<file path="src/rtl/button_counter_param.sv">
// button_counter_param: debounced 4-button command counter (binary/BCD, wrap/saturate, load)
//   clk, reset_p (async, active-high)
//   btn[3:0]   raw buttons: 0 inc, 1 dec, 2 rotate left, 3 rotate right
//   wrap       1 = wrap at limits, 0 = saturate
//   repeat_en  hold-to-repeat for inc/dec
//   load       synchronous load of load_value (beats every button)
//   count      counter value
//   evt[3:0]   one-cycle pulse per applied command
//   limit      one-cycle pulse when inc/dec hits max/zero
module button_counter_param #(
    parameter int WIDTH        = 16,
    parameter int BCD          = 0,
    parameter int DEBOUNCE_DIV = 17,
    parameter int HOLD_TICKS   = 50,
    parameter int REPEAT_TICKS = 10
) (
    input  logic             clk,
    input  logic             reset_p,
    input  logic [3:0]       btn,
    input  logic             wrap,
    input  logic             repeat_en,
    input  logic             load,
    input  logic [WIDTH-1:0] load_value,
    output logic [WIDTH-1:0] count,
    output logic [3:0]       evt,
    output logic             limit
);
    localparam int ND = WIDTH / 4;
    localparam int SH = (BCD != 0) ? 4 : 1;
    localparam int HW = $clog2(HOLD_TICKS + 1);
    localparam int RW = (REPEAT_TICKS > 1) ? $clog2(REPEAT_TICKS) : 1;

    logic [DEBOUNCE_DIV-1:0] div;
    logic                    msb_d, tick;
    logic [3:0]              s1, s2, armed, nd, db, db_d, pe, req;
    logic [1:0]              rp, fire;
    logic [HW-1:0]           hold [2];
    logic [RW-1:0]           rc [2];
    logic [WIDTH-1:0]        inc_v, dec_v, rol_v, ror_v;
    logic                    cy, bw, at_max, at_zero;
    logic [3:0]              dg;

    assign tick = div[DEBOUNCE_DIV-1] & ~msb_d;

    always_ff @(posedge clk or posedge reset_p) begin
        if (reset_p) begin
            div   <= '0;
            msb_d <= 1'b0;
        end else begin
            div   <= div + 1'b1;
            msb_d <= div[DEBOUNCE_DIV-1];
        end
    end

    // A button only becomes visible after it has been seen released once,
    // so a button still held across reset never produces a phantom press.
    assign nd = s2 & armed;

    always_ff @(posedge clk or posedge reset_p) begin
        if (reset_p) begin
            s1    <= '0;
            s2    <= '0;
            armed <= '0;
            db    <= '0;
            db_d  <= '0;
            pe    <= '0;
        end else begin
            s1   <= btn;
            s2   <= s1;
            db_d <= db;
            pe   <= db & ~db_d;
            if (tick) begin
                db    <= nd;
                armed <= armed | ~s2;
            end
        end
    end

    // hold saturates at HOLD_TICKS; rc then paces the repeat interval.
    always_comb begin
        fire = '0;
        for (int i = 0; i < 2; i++)
            fire[i] = nd[i] & ((hold[i] == HW'(HOLD_TICKS - 1)) ||
                               (hold[i] == HW'(HOLD_TICKS) && rc[i] == RW'(REPEAT_TICKS - 1)));
    end

    always_ff @(posedge clk or posedge reset_p) begin
        if (reset_p) begin
            rp <= '0;
            for (int i = 0; i < 2; i++) begin
                hold[i] <= '0;
                rc[i]   <= '0;
            end
        end else begin
            rp <= tick ? (fire & {2{repeat_en}}) : 2'b00;
            if (tick)
                for (int i = 0; i < 2; i++) begin
                    if (!nd[i]) begin
                        hold[i] <= '0;
                        rc[i]   <= '0;
                    end else if (hold[i] != HW'(HOLD_TICKS)) begin
                        hold[i] <= hold[i] + 1'b1;
                        rc[i]   <= '0;
                    end else
                        rc[i] <= (rc[i] == RW'(REPEAT_TICKS - 1)) ? '0 : rc[i] + 1'b1;
                end
        end
    end

    assign req = {pe[3:2], pe[1:0] | rp};

    // BCD digits above 9 are treated as 9 before the carry/borrow chain;
    // cy/bw end high only when every digit is 9 / 0.
    always_comb begin
        inc_v = count + 1'b1;
        dec_v = count - 1'b1;
        cy    = 1'b1;
        bw    = 1'b1;
        dg    = 4'd0;
        if (BCD != 0)
            for (int d = 0; d < ND; d++) begin
                dg = (count[4*d +: 4] > 4'd9) ? 4'd9 : count[4*d +: 4];
                inc_v[4*d +: 4] = cy ? ((dg == 4'd9) ? 4'd0 : dg + 4'd1) : dg;
                dec_v[4*d +: 4] = bw ? ((dg == 4'd0) ? 4'd9 : dg - 4'd1) : dg;
                cy = cy & (dg == 4'd9);
                bw = bw & (dg == 4'd0);
            end
    end

    assign at_max  = (BCD != 0) ? cy : &count;
    assign at_zero = ~|count;
    assign rol_v   = (count << SH) | (count >> (WIDTH - SH));
    assign ror_v   = (count >> SH) | (count << (WIDTH - SH));

    always_ff @(posedge clk or posedge reset_p) begin
        if (reset_p) begin
            count <= '0;
            evt   <= '0;
            limit <= 1'b0;
        end else if (load) begin
            count <= load_value;
            evt   <= '0;
            limit <= 1'b0;
        end else if (req[0]) begin
            count <= (at_max && !wrap) ? count : inc_v;
            evt   <= 4'b0001;
            limit <= at_max;
        end else if (req[1]) begin
            count <= (at_zero && !wrap) ? count : dec_v;
            evt   <= 4'b0010;
            limit <= at_zero;
        end else if (req[2]) begin
            count <= rol_v;
            evt   <= 4'b0100;
            limit <= 1'b0;
        end else if (req[3]) begin
            count <= ror_v;
            evt   <= 4'b1000;
            limit <= 1'b0;
        end else begin
            evt   <= '0;
            limit <= 1'b0;
        end
    end
endmodule
</file>
<file path="config.mk">
export PLATFORM = sky130hd
export DESIGN_NAME = button_counter_param
export DESIGN_NICKNAME = d
export VERILOG_FILES = /design/src/rtl/button_counter_param.sv
export SDC_FILE = /design/constraint.sdc
export NUM_CORES = 1
export LEC_CHECK = 0
export ABC_CLOCK_PERIOD_IN_PS = 5350
export CAP_MARGIN = 0
export CORE_UTILIZATION = 45
export CTS_BUF_LIST = sky130_fd_sc_hd__clkbuf_4 sky130_fd_sc_hd__clkbuf_8 sky130_fd_sc_hd__clkbuf_16
export DETAILED_ROUTE_END_ITERATION = 12
export MAX_ROUTING_LAYER = met4
export PLACE_DENSITY_LB_ADDON = 0.05
export SLEW_MARGIN = 20
export SYNTH_ARGS = -nofsm -noshare
export SYNTH_HDL_FRONTEND = slang
export SYNTH_SLANG_ARGS = --single-unit
</file>
<file path="constraint.sdc">
create_clock -name clk -period 5.35 [get_ports clk]
set_input_delay 0.8025 -clock clk [delete_from_list [all_inputs] [get_ports clk]]
set_output_delay 0.8025 -clock clk [all_outputs]
set_load 0.05 [all_outputs]
</file>
# --- Word-level counts from Yosys, hierarchy flattened ---
# Index checks and enable logic that the tools add are counted.
totals:
  regBits: 85
  output_inout_bits: 21
  word_cells: 88
classes:
  n_mux: 26
  reduce_logical: 14
  n_addsub: 7
  n_bitwise: 13
  eq_ne: 12
ops:
  columns: ["cell", "n"]
  rows:
  - ["16-bit two-way mux", 7]
  - ["4-bit two-way mux", 11]
  - ["6-bit == test (second input constant)", 4]
  - ["6-bit two-way mux", 4]
  - ["17-bit by 1-bit adder with 17-bit output (second input constant)", 1]
  - ["16-bit by 1-bit adder with 16-bit output (second input constant)", 1]
  - ["15-bit by 16-bit OR with 16-bit output", 1]
  - ["16-bit by 1-bit OR with 16-bit output", 1]
  - ["16-bit AND reduction", 1]
  - ["16-bit OR reduction", 1]
  - ["16-bit by 1-bit subtractor with 16-bit output (second input constant)", 1]
  - ["6-bit by 1-bit adder with 6-bit output (second input constant)", 2]
  - ["6-bit != test (second input constant)", 2]
  - ["4-bit by 1-bit adder with 4-bit output (second input constant)", 2]
  - ["4-bit AND", 2]
  - ["4-bit == test (second input constant)", 2]
  - ["4-bit inverter", 2]
  - ["5-bit nonzero test", 1]
  - ["1-bit logical AND", 4]
  - ["2-bit by 1-bit != test with 1-bit output (second input constant)", 2]
  - ["4-bit != test (second input constant)", 1]
  - ["4-bit OR", 1]
  - ["2-bit AND reduction", 2]
  - ["1-bit AND", 3]
  - ["9 further kinds", 13]

# --- Depth between registers and ports, before layout ---
logic_depth:
  word_depth: 7
  ltp_mapped: 9

# --- Worst setup path after synthesis ---
# No wires, ideal clock.
synth_timing:
  kind: "register to register"
  startpoint: "register count[0]"
  endpoint: "register count[9]"
  setup_slack_ns: 2.367
  stages_incl_launch_ff: 10
  setup_ns: 0.137
  t_arrival_ns: 2.846
  synth_period_minus_slack_ns: 2.983
  required_ns: 5.213
  cell_sequence: "dfrtp_1 inv_1 ha_1 or4b_1 or3_4 or4_4 buf_6 buf_12 a31oi_2 a21oi_1"
synth_via:
  elab_chain_len: 5
synth_lines:
  columns: ["item", "line", "text"]
  rows:
  - ["from (decl)", "24", "output logic [WIDTH-1:0] count,"]
  - ["from (signal assigned)", "141", "count <= load_value;"]
  - ["from (signal assigned)", "145", "count <= (at_max && !wrap) ? count : inc_v;"]
  - ["from (signal assigned)", "149", "count <= (at_zero && !wrap) ? count : dec_v;"]
  - ["16-bit by 1-bit subtractor with 16-bit output or 16-bit OR reduction (tied branches)", "116, 131", null]
  - ["16-bit two-way mux or 1-bit logical NOT (tied branches)", "149, 131", null]
  - ["16-bit two-way mux or 1-bit logical AND (tied branches)", "148, 149", null]
  - ["16-bit two-way mux or 4-bit != test (tied branches)", null, null]
  - ["16-bit two-way mux or 3-bit AND reduction (tied branches)", null, null]
# Several ways; a longest one is shown, not always the timed one. The select of a mux whose other input is x is not followed.
# A chain may end at the register's enable or synchronous reset.

# --- Worst setup path after layout ---
layout_timing:
  startpoint: "input port load"
  endpoint: "register count[15]"
layout_via:
  elab_chain_len: 2
layout_lines:
  columns: ["item", "line", "text"]
  rows:
  - ["from (decl)", "22", "input logic load,"]
  - ["4-bit != test (no source line), or another cell as far along", null, null]
  - ["3-bit AND reduction (no source line)", null, null]
# Several ways; a longest one is shown, not always the timed one.

==> results.md <==
CTS:
- The number of buffers inserted during clock tree synthesis is 9.
- The hold buffer count at cts is 0.
- The cell at the root of the clock tree is clkbuf_8.
- The tree built by TritonCTS fans out to 85 sinks.
- The clock passes through at most 2 buffers.
- Clock-pin slew was measured on the worst setup and hold paths at 0.08 ns.
- The number of buffers inserted to repair setup after CTS is 0.
- In this run, post-CTS repair resized a total of 0 instances.
- The clock latency reported for the late side of the worst-skew pair is 0.35 ns.
- The number of H-tree levels is 3.
- The TritonCTS clock tree is built.

Power:
- For this design the ratio of total power to cell area is 263.3 nW/um^2.
- The static power due to leakage is 0.002155 uW.
- The worst ir drop on vdd is 0.2083 mV.
- The total chip power is 1436 uW.

Status:
- The run finished with clean final reports.

Critical path:
- The worst setup path is of the input pin to register kind.
- For the worst setup path, the data required time is 5.54 ns.
- The cell depth of the worst flop-to-flop path is 7.
- The signal arrival time at the worst endpoint is 3.53 ns.
- Tracing the worst setup path back leads to its startpoint at load.
- The launch point of the worst reg-to-reg path is count[0].
- Of all nets on the critical path, the largest fanout is 19.
- STA classifies the critical path endpoint as a register.
- STA classifies the critical path startpoint as an input pin.

GRT:
- The largest net degree at the start of global routing is 49.
- The number of global-route vias before repair is 3,761.
- The total overflow left after global routing is 0.
- The first global-routing pass estimated 19,180 microns of wire.
- The overall fraction of global-route tracks in use is 22.73%.
- The number of antenna violations at the first check in global routing is 0.

STA:
- Setup repair after global routing left no endpoint under its margin.
- The final number of setup-violating endpoints is 0.
- At the pin with the least slew margin, the transition time is 1.048 ns.
- Measured against its own limit, the worst slew margin works out to 29.89%.
- Adding up every negative setup slack in the final design gives 0 ns.
- Static timing analysis puts the maximum clock frequency at 298.7 MHz.
- The count of endpoints failing hold in the final timing report is 0.
- The clock arrives with 0.005946 ns of skew.
- The minimum clock period is 3.348 ns.
- The final max-slew violation count came to 0.
- On the final layout, the worst hold slack is 0.3522 ns.
- The worst path uses 62.59% of the clock period.

Floorplan:
- Once the floorplan was initialized, standard cells occupied 46.37% of the core.
- The core outline area is 10,280 sq um.
- In this run the vertical extent of the chip is 104.9 microns.
- The I/O pin count is 46.
- The placement row count is 37.
- The die covers 11,010 sq um.
- Measured along the x axis, the die boundary spans 104.9 microns.

Logic synthesis:
- The xor and xnor area share after synthesis is 4.043%.
- Synthesis handed over a netlist of 501 instances.
- The sequential share of the synthesized area is 44.63%.
- The mean cell area of the mapped netlist is 9.513 sq um.
- After synthesis the cells add up to 4766 sq um.
- The dominant cell type by area after synthesis is dfrtp_1.
- The most used flip-flop cell after synthesis is dfrtp_1.
- The share of synthesized area spent on multiplexers is 3.413%.
- By area the synthesized netlist is led by dfrtp_1 45%, nand2_1 3.9%, ha_1 3.4%.
- The count of flip-flops with a built-in enable after synthesis is 0.
- The number of distinct library cells after synthesis is 63.
- The fraction of registers with async set/reset is 100.0%.
- The adder-cell share of the synthesized area is 3.413%.
- Of the post-synthesis cell area, the dominant cell type holds 44.63%.
- Summing the areas of all compound-gate instances in the mapped netlist gives 19.74% of the synthesized area.
- The total of flip-flops plus latches after synthesis is 85.
- The total nets after synthesis is 539.
- Summing the areas of all and, or, nand and nor instances in the mapped netlist gives 19.85% of the synthesized area.
- By area, the combinational part of the netlist is dominated by simple AND/OR/NAND/NOR gates.
- The yosys synthesis warning count is 0.

Worst hold path:
- The path category of the worst min-delay check is register to register.
- Counting instances, the worst hold path has a depth of 0.
- The startpoint identified for the worst hold timing path is s1[3].

Drt:
- After detailed routing, the number of remaining DRC violations is 0.
- The total iterations of the first detailed-routing run is 5.
- The wire length per cell is 17.38 microns.
- The antenna violation net count after detailed routing is 0.
- The total wire length after detailed routing is 11,510 microns.
- After detailed routing, the number of vias per cell comes to 6.027.
- The total vias in the final route is 3,990.
- The initial DRC count is 241.

Place:
- The routability congestion estimate is 0.8482.
- During placement, the flow inserted port buffers numbering 45.
- After detailed placement, the design holds a cell count of 647.
- The estimated wirelength of the detail-placed design is 7833 microns.

Final layout:
- The synthesis-to-finish area growth is 14.41%.
- Fill cells in the final layout number 991.
- The number of cells in the finished layout apart from fillers is 662.
- The share of cells above drive strength 1 is 7.795%.
- For this run, the post-layout net count is 560.
- The number of inserted diodes is 0.

Run:
- The number of maximum-capacitance violations is 0.
[worst paths after layout]
kind                              to  slack (ns)
min in group asynchronous    div[11]        0.92
max reg2reg                count[15]        2.27
min                            s2[3]        0.35
max in group asynchronous   count[1]        3.46
min reg2reg                    s2[3]        0.35
max                        count[15]        2.00
[per-layer routing]
layer | part of all wire [%] | vias to the layer above | GRT usage (%)
met3 | 6.1 | 10 | 3.556
li1 | - | 1885 | -
met4 | 1.0 | 0 | 6.740
met1 | 46 | 1965 | 31.24
met5 | 0 | - | -
met2 | 47 | 130 | 34.77
[stage by stage]
step	area [sq um]	util (%)	worst slack, ns
final	5453	53.06	2.002
after global routing	5453	53.06	1.922
after CTS	5450	53.03	2.044
after global placement	5229	50.88	1.738
after floorplan	4766	-	2.354
after detailed placement	5229	50.88	1.673
[cell usage in the layout, fill, tap and decap left out, types with 8 or more instances in the layout]
cell             count
nor3_1              10
mux2i_1             14
a21oi_1             19
ha_1                13
dfrtp_1             85
nand3_1             29
nand2_1             50
nand4_1             12
clkdlybuf4s50_1     45
xnor2_1             16
a31oi_1             12
clkbuf_8            10
inv_1               13
nor2_1              21
or3_1                8
o21ai_0             32
[worst max-delay path, cell delays in order]
cell and delay [ns]:
clkdlybuf4s50_1 0.78, or3_1 0.60, or4_1 0.56, o31a_1 0.41, a31oi_1 0.31, a221oi_1 0.07
[power breakdown]
part | internal, uW | total [uW] | leakage [uW] | switching [uW]
sequential | 659 | 715 | 0.00111 | 55.6
clock | 286 | 505 | 0.000114 | 219
combinational | 87.2 | 216 | 0.000932 | 128
total | 1030 | 1440 | 0.00215 | 403
[synthesized netlist by cell type, types with 7 or more instances]
cell type,count
nand3_1,29
nor3_1,10
nor2b_1,7
nand4_1,12
or3_1,8
xnor2_1,16
dfrtp_1,85
mux2i_1,14
nor4_1,7
nand2_1,50
a31oi_1,12
o21ai_0,32
a21oi_1,19
clkbuf_1,32
nor2_1,22
ha_1,13
inv_1,14
o211ai_1,7
[flip-flops by register name (all words and copies together), names as in the netlist]
name / flops
db_d: 4
msb_d: 1
div: 17
s2: 4
evt: 4
db: 4
rp: 2
rc: 8
count: 16
armed: 4
pe: 4
hold: 12
limit: 1
s1: 4
[cell type report]
cell class | instances | area [sq um] | area share, %
multi-input cells | 364 | 2407 | 44.15
flip-flops and latches | 85 | 2127 | 39.01
repair buffers | 48 | 473.0 | 8.674
well taps | 136 | 170.2 | 3.121
clock buffers | 12 | 152.6 | 2.799
clock inverters | 3 | 68.82 | 1.262
inverters | 14 | 53.80 | 0.9867
[cells by family (layout without fill, tap and decap cells)]
| logic type | Yosys count | count (layout) |
|---|---|---|
| muxes | 16 | 16 |
| buffers and inverters | 52 | 77 |
| and+or+nand+nor | 180 | 180 |
| AOI/OAI and AO/OA | 133 | 133 |
| adders and majority gates | 13 | 13 |
| DFF | 85 | 85 |
| xor gates and xnor gates | 22 | 22 |
No activity file was read; power rests on OpenSTA's default activity.
